==> config.mk <==
export PLATFORM = sky130hd
export DESIGN_NAME = dmem_arbiter
export DESIGN_NICKNAME = d
export VERILOG_FILES = /design/src/rtl/dmem_arbiter.sv
export SDC_FILE = /design/constraint.sdc
export NUM_CORES = 1
export LEC_CHECK = 0
export CORE_MARGIN = 2
export CORE_UTILIZATION = 33
export CTS_CLUSTER_SIZE = 8
export DETAILED_ROUTE_END_ITERATION = 8
export PLACE_DENSITY = 0.86
export SYNTH_ARGS = -nofsm -noshare
export SYNTH_HDL_FRONTEND = slang
export SYNTH_SLANG_ARGS = --single-unit
==> constraint.sdc <==
create_clock -name clock -period 2.2 [get_ports clock]
set_input_delay 0.33 -clock clock [delete_from_list [all_inputs] [get_ports clock]]
set_output_delay 0.33 -clock clock [all_outputs]
set_load 0.03 [all_outputs]
==> src/rtl/dmem_arbiter.sv <==
// Arbitrates the single-port data RAM between the pipeline MEM stage (port A, priority)
// and the debug/loader port (port B, bounded wait). Read data returns one cycle after grant.
module dmem_arbiter #(
    parameter int AW       = 16,
    parameter int DW       = 32,
    parameter int MAX_WAIT = 4
) (
    input  logic          clock,
    input  logic          reset,
    input  logic          a_req,
    input  logic          a_we,
    input  logic [AW-1:0] a_addr,
    input  logic [DW-1:0] a_wdata,
    output logic          a_gnt,
    output logic          a_rvalid,
    output logic [DW-1:0] a_rdata,
    output logic          pipe_stall,
    input  logic          b_req,
    input  logic          b_we,
    input  logic [AW-1:0] b_addr,
    input  logic [DW-1:0] b_wdata,
    output logic          b_gnt,
    output logic          b_rvalid,
    output logic [DW-1:0] b_rdata,
    output logic [AW-1:0] mem_addr,
    output logic [DW-1:0] mem_wdata,
    output logic          mem_we,
    input  logic [DW-1:0] mem_rdata
);
    localparam int CW = 4;
    localparam logic [CW-1:0] WAIT_MAX = CW'(MAX_WAIT);

    typedef enum logic [1:0] {OWN_NONE, OWN_A, OWN_B} owner_e;
    typedef enum logic {NORMAL, STARVED} state_e;

    logic [CW-1:0] wait_cnt_q, wait_cnt_d;
    owner_e        rd_owner_q, rd_owner_d;
    logic [AW-1:0] addr_q, addr_d;
    logic [DW-1:0] wdata_q, wdata_d;
    state_e        state;

    // The arbitration state is fully captured by how long B has been refused.
    assign state = (wait_cnt_q == WAIT_MAX) ? STARVED : NORMAL;

    always_ff @(posedge clock) begin
        if (reset) begin
            wait_cnt_q <= '0;
            rd_owner_q <= OWN_NONE;
            addr_q     <= '0;
            wdata_q    <= '0;
        end else begin
            wait_cnt_q <= wait_cnt_d;
            rd_owner_q <= rd_owner_d;
            addr_q     <= addr_d;
            wdata_q    <= wdata_d;
        end
    end

    always_comb begin
        a_gnt      = 1'b0;
        b_gnt      = 1'b0;
        mem_we     = 1'b0;
        wait_cnt_d = '0;
        rd_owner_d = OWN_NONE;
        addr_d     = addr_q;
        wdata_d    = wdata_q;

        if (!reset) begin
            if (state == STARVED && b_req) b_gnt = 1'b1;
            else if (a_req)                a_gnt = 1'b1;
            else if (b_req)                b_gnt = 1'b1;
        end

        if (a_gnt) begin
            addr_d     = a_addr;
            wdata_d    = a_wdata;
            mem_we     = a_we;
            rd_owner_d = a_we ? OWN_NONE : OWN_A;
        end else if (b_gnt) begin
            addr_d     = b_addr;
            wdata_d    = b_wdata;
            mem_we     = b_we;
            rd_owner_d = b_we ? OWN_NONE : OWN_B;
        end

        // Abandoning B (req dropped) or granting it both restart the wait window.
        if (b_req && !b_gnt)
            wait_cnt_d = (wait_cnt_q == WAIT_MAX) ? wait_cnt_q : wait_cnt_q + CW'(1);
    end

    assign pipe_stall = a_req & ~a_gnt & ~reset;
    assign mem_addr   = reset ? '0 : addr_d;
    assign mem_wdata  = reset ? '0 : wdata_d;

    assign a_rvalid = ~reset & (rd_owner_q == OWN_A);
    assign b_rvalid = ~reset & (rd_owner_q == OWN_B);
    assign a_rdata  = a_rvalid ? mem_rdata : '0;
    assign b_rdata  = b_rvalid ? mem_rdata : '0;

endmodule

* Word-level counts from Yosys, hierarchy flattened *
Index checks and enable logic that the tools add are counted.

word-level totals
  register bits = 54
  bits of input ports = 134
  output and inout bits = 118
  logic and storage cells = 41

operators by class
  $add $sub $neg = 1
  eq/ne operators = 3
  muxes and demuxes = 22
  bitwise operators = 7
  reduce and logical (&&, ||, !) cells = 4

operators by type and width
  operator                                                               number
  32-bit two-way mux                                                     5
  16-bit two-way mux                                                     3
  1-bit two-way mux                                                      11
  2-bit two-way mux                                                      3
  4-bit by 1-bit adder with 4-bit output, second input constant          1
  1-bit AND                                                              4
  4-bit by 3-bit equality test with 1-bit output, second input constant  1
  1-bit inverter                                                         3
  2-bit by 1-bit equality test with 1-bit output, second input constant  1
  2-bit equality test, second input constant                             1
  1-bit logical AND                                                      2
  2-bit OR reduction                                                     1
  1-bit logical NOT                                                      1

* Logic depth before layout (Yosys ltp) *
  depth in word-level cells = 9
  gate-level depth with buffers = 7
  gate-level depth less buffers = 5

* Worst setup path after synthesis *
OpenSTA, ideal clock, no wires.

  kind = flip-flop to output port
  from = reg wait_cnt_q[0]
  to = out mem_we
  arrival time = 1667 ps
  required time = 1870 ps
  setup slack = 203 ps
  cell stages (with the launch flop) = 6
  path buffers = 0
  cells stage by stage = dfxtp_1 inv_1 ha_1 nand4b_2 nor3b_2 a22o_1

on the way
  elaborated cells on any way between the ends = 9
  classes of those cells = eq/ne: 1; mux: 7; reduce/logical: 1

RTL lines
  element                                         line  RTL
  start, declared                                 36    logic [CW-1:0] wait_cnt_q, wait_cnt_d;
  start signal, assigned                          52    wait_cnt_q <= wait_cnt_d;
  4-bit by 3-bit equality test with 1-bit output  43    assign state = (wait_cnt_q == WAIT_MAX) ? STARVED : NORMAL;
  1-bit two-way mux                               43
  1-bit logical AND                               69    if (state == STARVED && b_req) b_gnt = 1'b1;
  1-bit two-way mux                               69
  1-bit two-way mux                               68    if (!reset) begin
  net a_gnt                                       14    output logic a_gnt,
  1-bit two-way mux                               74    if (a_gnt) begin
  end, declared                                   27    output logic mem_we,

The timed path passes the listed nets, and every way through them passes these cells.

* Final worst setup path *
  from = reg wait_cnt_q[0]
  to = out mem_addr[15]

on the way
  cells in the longest elaborated chain, start to end = 8
  elaborated cells on any way between the ends = 10
  classes of those cells = eq/ne: 1; mux: 8; reduce/logical: 1

RTL lines
  element                                             line  RTL
  4-bit by 3-bit equality test with 1-bit output (*)  43
  1-bit two-way mux (*)                               43
  1-bit logical AND (*)                               69
  1-bit two-way mux                                   69
  1-bit two-way mux                                   68
  16-bit two-way mux                                  79    end else if (b_gnt) begin
  16-bit two-way mux (*)                              74
  16-bit two-way mux (*)                              92    assign mem_addr = reset ? '0 : addr_d;
  end, declared                                       25    output logic [AW-1:0] mem_addr,

Mark *: on every way between the ends. The rest lies on a longest branch, timed or not.

==> impl_summary.md <==
Outcome
The run finished with clean final reports.

Floorplanning
The floorplan step set the die height to 101 microns. For this configuration, the core starts out at a cell density of 0.339. The I/O pin total is 252. From left edge to right edge, the die measures 101 microns. The total area inside the core boundary comes to 0.00924 sq mm. The floorplan has 35 rows.

The floorplan step defined a die boundary enclosing about 0.01 sq mm.

Power and ir drop
The worst supply voltage drop on vdd is 0.345 mV. For this design the ratio of total power to cell area is approximately 440 mW/mm^2. The switching power is around 770 uW.

The clock group share of total power is 0.215. The overall power is 2.53 mW. The share of total power dissipated in sequential elements is 0.421.

For this design the static power due to leakage is 2.56 nW. The switching share of total power is 0.307. The combinational cell fraction of total power is 0.363. The internal power of the cells is 1.75 mW.

Hold path
The class of the tightest hold or removal check is flip-flop to flip-flop.

Routing
The total via count in the routed design is ~3500. Dividing the detail-routed wire length by the instance count gives 17.2 microns. Once detail routing completed, the nets flagged for antenna violations numbered 0. The detailed router finished its first iteration with 92 violations. The post-detailed-route DRC marker count is 0. The average via count per standard cell is about 5.0. After detailed routing, the total wire length is 11.9 mm. The total iterations of the first detailed-routing run is 4.

Layout
The core utilization of the finished layout is 0.624. The area occupied by multi-input gates is ~0.0019 sq mm. The area growth from synthesis to final layout is 84.4%. Leaving out fill and tap cells, the most frequent cell in the layout is sky130_fd_sc_hd__clkdlybuf4s50_1. The post-layout net count is approximately 700.

0 antenna diodes ended up in the layout. In the layout the commonest cells are sky130_fd_sc_hd__clkdlybuf4s50_1 (131), sky130_fd_sc_hd__buf_4 (109), sky130_fd_sc_hd__and2_1 (64). The share of cells above drive strength 1 is 0.323. The flip-flop and latch area is about 0.0011 sq mm. The layout has 810 filler cells.

STA
The final hold violation count came to 0. The final period utilization is 0.992. The final setup skew is approximately 0.0057 ns. The fmax is 458 MHz. The number of slew-limit violations in the final report came to 0. Setup repair after global routing could not meet its margin everywhere. The worst slew slack as a fraction of its limit is 0.731. The slew of the pin with the lowest slew margin is 0.403 ns. The clock period could shrink to roughly 2.2 ns. The final number of setup-violating endpoints is 0. The final setup TNS is 0 ns. Final hold analysis gives a worst-case slack of 0.465 ns.

Yosys
The cell area after synthesis is 0.00313 sq mm. The synthesis-stage register bit count is 54. Dividing the synthesized area by the synthesized cell count gives 9.69 sq um. The number of nets in the synthesized netlist is 459. The netlist uses 24 different library cells.

Synthesis handed over a netlist of 323 instances. For this run, the number of Yosys warnings is 0. The sequential share of the synthesized area is 0.345.

Clock tree
No sink is reached through more buffers than the 2 on the longest clock path. The TritonCTS clock tree is yes. For this design, the sink count on the clock tree is 54. The clock latency on the worst-skew pair is 0.30 ns.

TritonCTS created 5 clock buffers. CTS built an H-tree with a depth of 2. The clock slew seen by the registers of the worst setup and hold paths is 0.09 ns. The tree is rooted in a sky130_fd_sc_hd__clkbuf_8. The total of hold buffers inserted after clock tree synthesis is 0.

Critical path
The highest fanout seen on the critical path is 24. The data required time of the critical path is 1.87 ns. The arrival time of data at the critical path endpoint is 1.85 ns.

The type of destination of the critical path is an output port. The sort of element at the start of the critical path is a flip-flop. The classification of the worst setup path is flip-flop to output port.

Global routing
The first-pass GRT wire length is roughly 17 mm. For this run, the total global-route usage over all layers was measured as 0.201. The largest net degree at the start of global routing is 51. The number of antenna violations at the first check in global routing came to 0.

The via count of the first global-routing pass was between 3000 and 4000. The remaining global-route overflow is 0.

Place
At the end of routability-driven placement, the weighted congestion stood at 0.908. The half-perimeter wire length after placement is 8.33 mm. The count of input and output buffers is around 250.

Job
Across the run, the number of max-cap violations was 0.
-- critical path: stages (launching register included) --
cell	delay, ns
sky130_fd_sc_hd__dfxtp_2	0.35
sky130_fd_sc_hd__inv_2	0.07
sky130_fd_sc_hd__ha_4	0.16
sky130_fd_sc_hd__nand4b_4	0.17
sky130_fd_sc_hd__buf_6	0.17
sky130_fd_sc_hd__buf_12	0.15
sky130_fd_sc_hd__o221a_2	0.29
sky130_fd_sc_hd__buf_4	0.17
-- synthesized netlist by cell type --
cell | number | area (sq um)
sky130_fd_sc_hd__a22o_1 | 1 | 8.76
sky130_fd_sc_hd__buf_1 | 1 | 3.75
sky130_fd_sc_hd__o221a_2 | 28 | 315
sky130_fd_sc_hd__inv_2 | 1 | 3.75
sky130_fd_sc_hd__nand3b_1 | 2 | 15.0
sky130_fd_sc_hd__ha_1 | 2 | 25.0
sky130_fd_sc_hd__and2_1 | 64 | 400
sky130_fd_sc_hd__nand3_1 | 1 | 5.00
sky130_fd_sc_hd__nor3b_2 | 3 | 37.5
sky130_fd_sc_hd__nand2_1 | 1 | 3.75
sky130_fd_sc_hd__clkbuf_1 | 13 | 48.8
sky130_fd_sc_hd__o221a_1 | 20 | 225
sky130_fd_sc_hd__inv_1 | 3 | 11.3
sky130_fd_sc_hd__buf_2 | 8 | 40.0
sky130_fd_sc_hd__xnor2_1 | 1 | 8.76
sky130_fd_sc_hd__nor2_1 | 6 | 22.5
sky130_fd_sc_hd__mux2i_1 | 49 | 490
sky130_fd_sc_hd__dfxtp_1 | 54 | 1080
sky130_fd_sc_hd__buf_4 | 7 | 52.6
sky130_fd_sc_hd__a21oi_1 | 49 | 245
sky130_fd_sc_hd__nand4b_2 | 1 | 15.0
sky130_fd_sc_hd__nor2b_1 | 2 | 12.5
sky130_fd_sc_hd__nand2b_1 | 2 | 12.5
sky130_fd_sc_hd__buf_6 | 4 | 45.0
-- per-stage QoR --
stage               instance area (sq um)  std cells  setup WS, ns
floorplan                            3130        323         0.203
global placement                     5400        679        0.0888
detailed placement                   5400        679        0.0560
CTS                                  5540        687       0.00878
global route                         5770        695       -0.0516
finish                               5770        695        0.0172
-- power groups by stage --
stage / Sequential [mW] / Clock [mW] / Combinational, mW
2_1_floorplan: 1.08 / 0 / 0.442
3_3_place_gp: 1.08 / 0 / 0.854
3_5_place_dp: 1.09 / 0 / 0.870
4_1_cts: 1.06 / 0.568 / 0.882
5_1_grt: 1.07 / 0.591 / 0.971
6_report: 1.06 / 0.544 / 0.918
-- path summary, 6_finish.rpt --
| path | endpoint | slack [ns] | start | depth (start not counted) |
|---|---|---|---|---|
| worst min register to register | wait_cnt_q[0] | 0.46 | wait_cnt_q[0] | 1 |
| worst min-delay path | wait_cnt_q[0] | 0.46 | wait_cnt_q[0] | 1 |
| worst max register to register | wdata_q[14] | 0.70 | wait_cnt_q[0] | 6 |
| worst max-delay path | mem_addr[15] | 0.02 | wait_cnt_q[0] | 7 |
-- cell families (layout without fill, tap and decap cells) --
family / Yosys count / count (layout) / share of synthesized area
adders and majority gates: 2 / 2 / 0.00800
xor gates and xnor gates: 1 / 1 / 0.00280
and+or+nand+nor: 82 / 82 / 0.168
DFF: 54 / 54 / 0.345
buffers and inverters: 37 / 280 / 0.0656
muxes: 49 / 49 / 0.157
AOI/OAI and AO/OA: 98 / 98 / 0.254
-- sequential cells by signal, summed over array words and instances, names as in the netlist --
signal,cells
addr_q,16
rd_owner_q,2
wait_cnt_q,4
wdata_q,32
-- per-layer routing --
| layer | wire length, microns | GRT usage |
|---|---|---|
| met1 | 4560 | 0.210 |
| met3 | 728 | 0.0359 |
| met5 | 0 | 0 |
| met4 | 307 | 0.0738 |
| met2 | 6340 | 0.395 |
-- timing repair --
| action | 4_1_cts | 5_1_grt |
|---|---|---|
| setup endpoints to repair | 49 | 49 |
| setup buffers | 0 | 3 |
| cloned | 1 | 5 |
| pin swaps | 1 | 3 |
| resized for setup | 10 | 24 |
-- cell type report --
class,count,share of cell area
inverters,4,0.00260
clock inverters,1,0.00130
multi-input cells,232,0.327
repair buffers,269,0.440
flip-flops and latches,54,0.188
well taps,129,0.0280
clock buffers,6,0.0126
(Power assumes the default switching activity.)
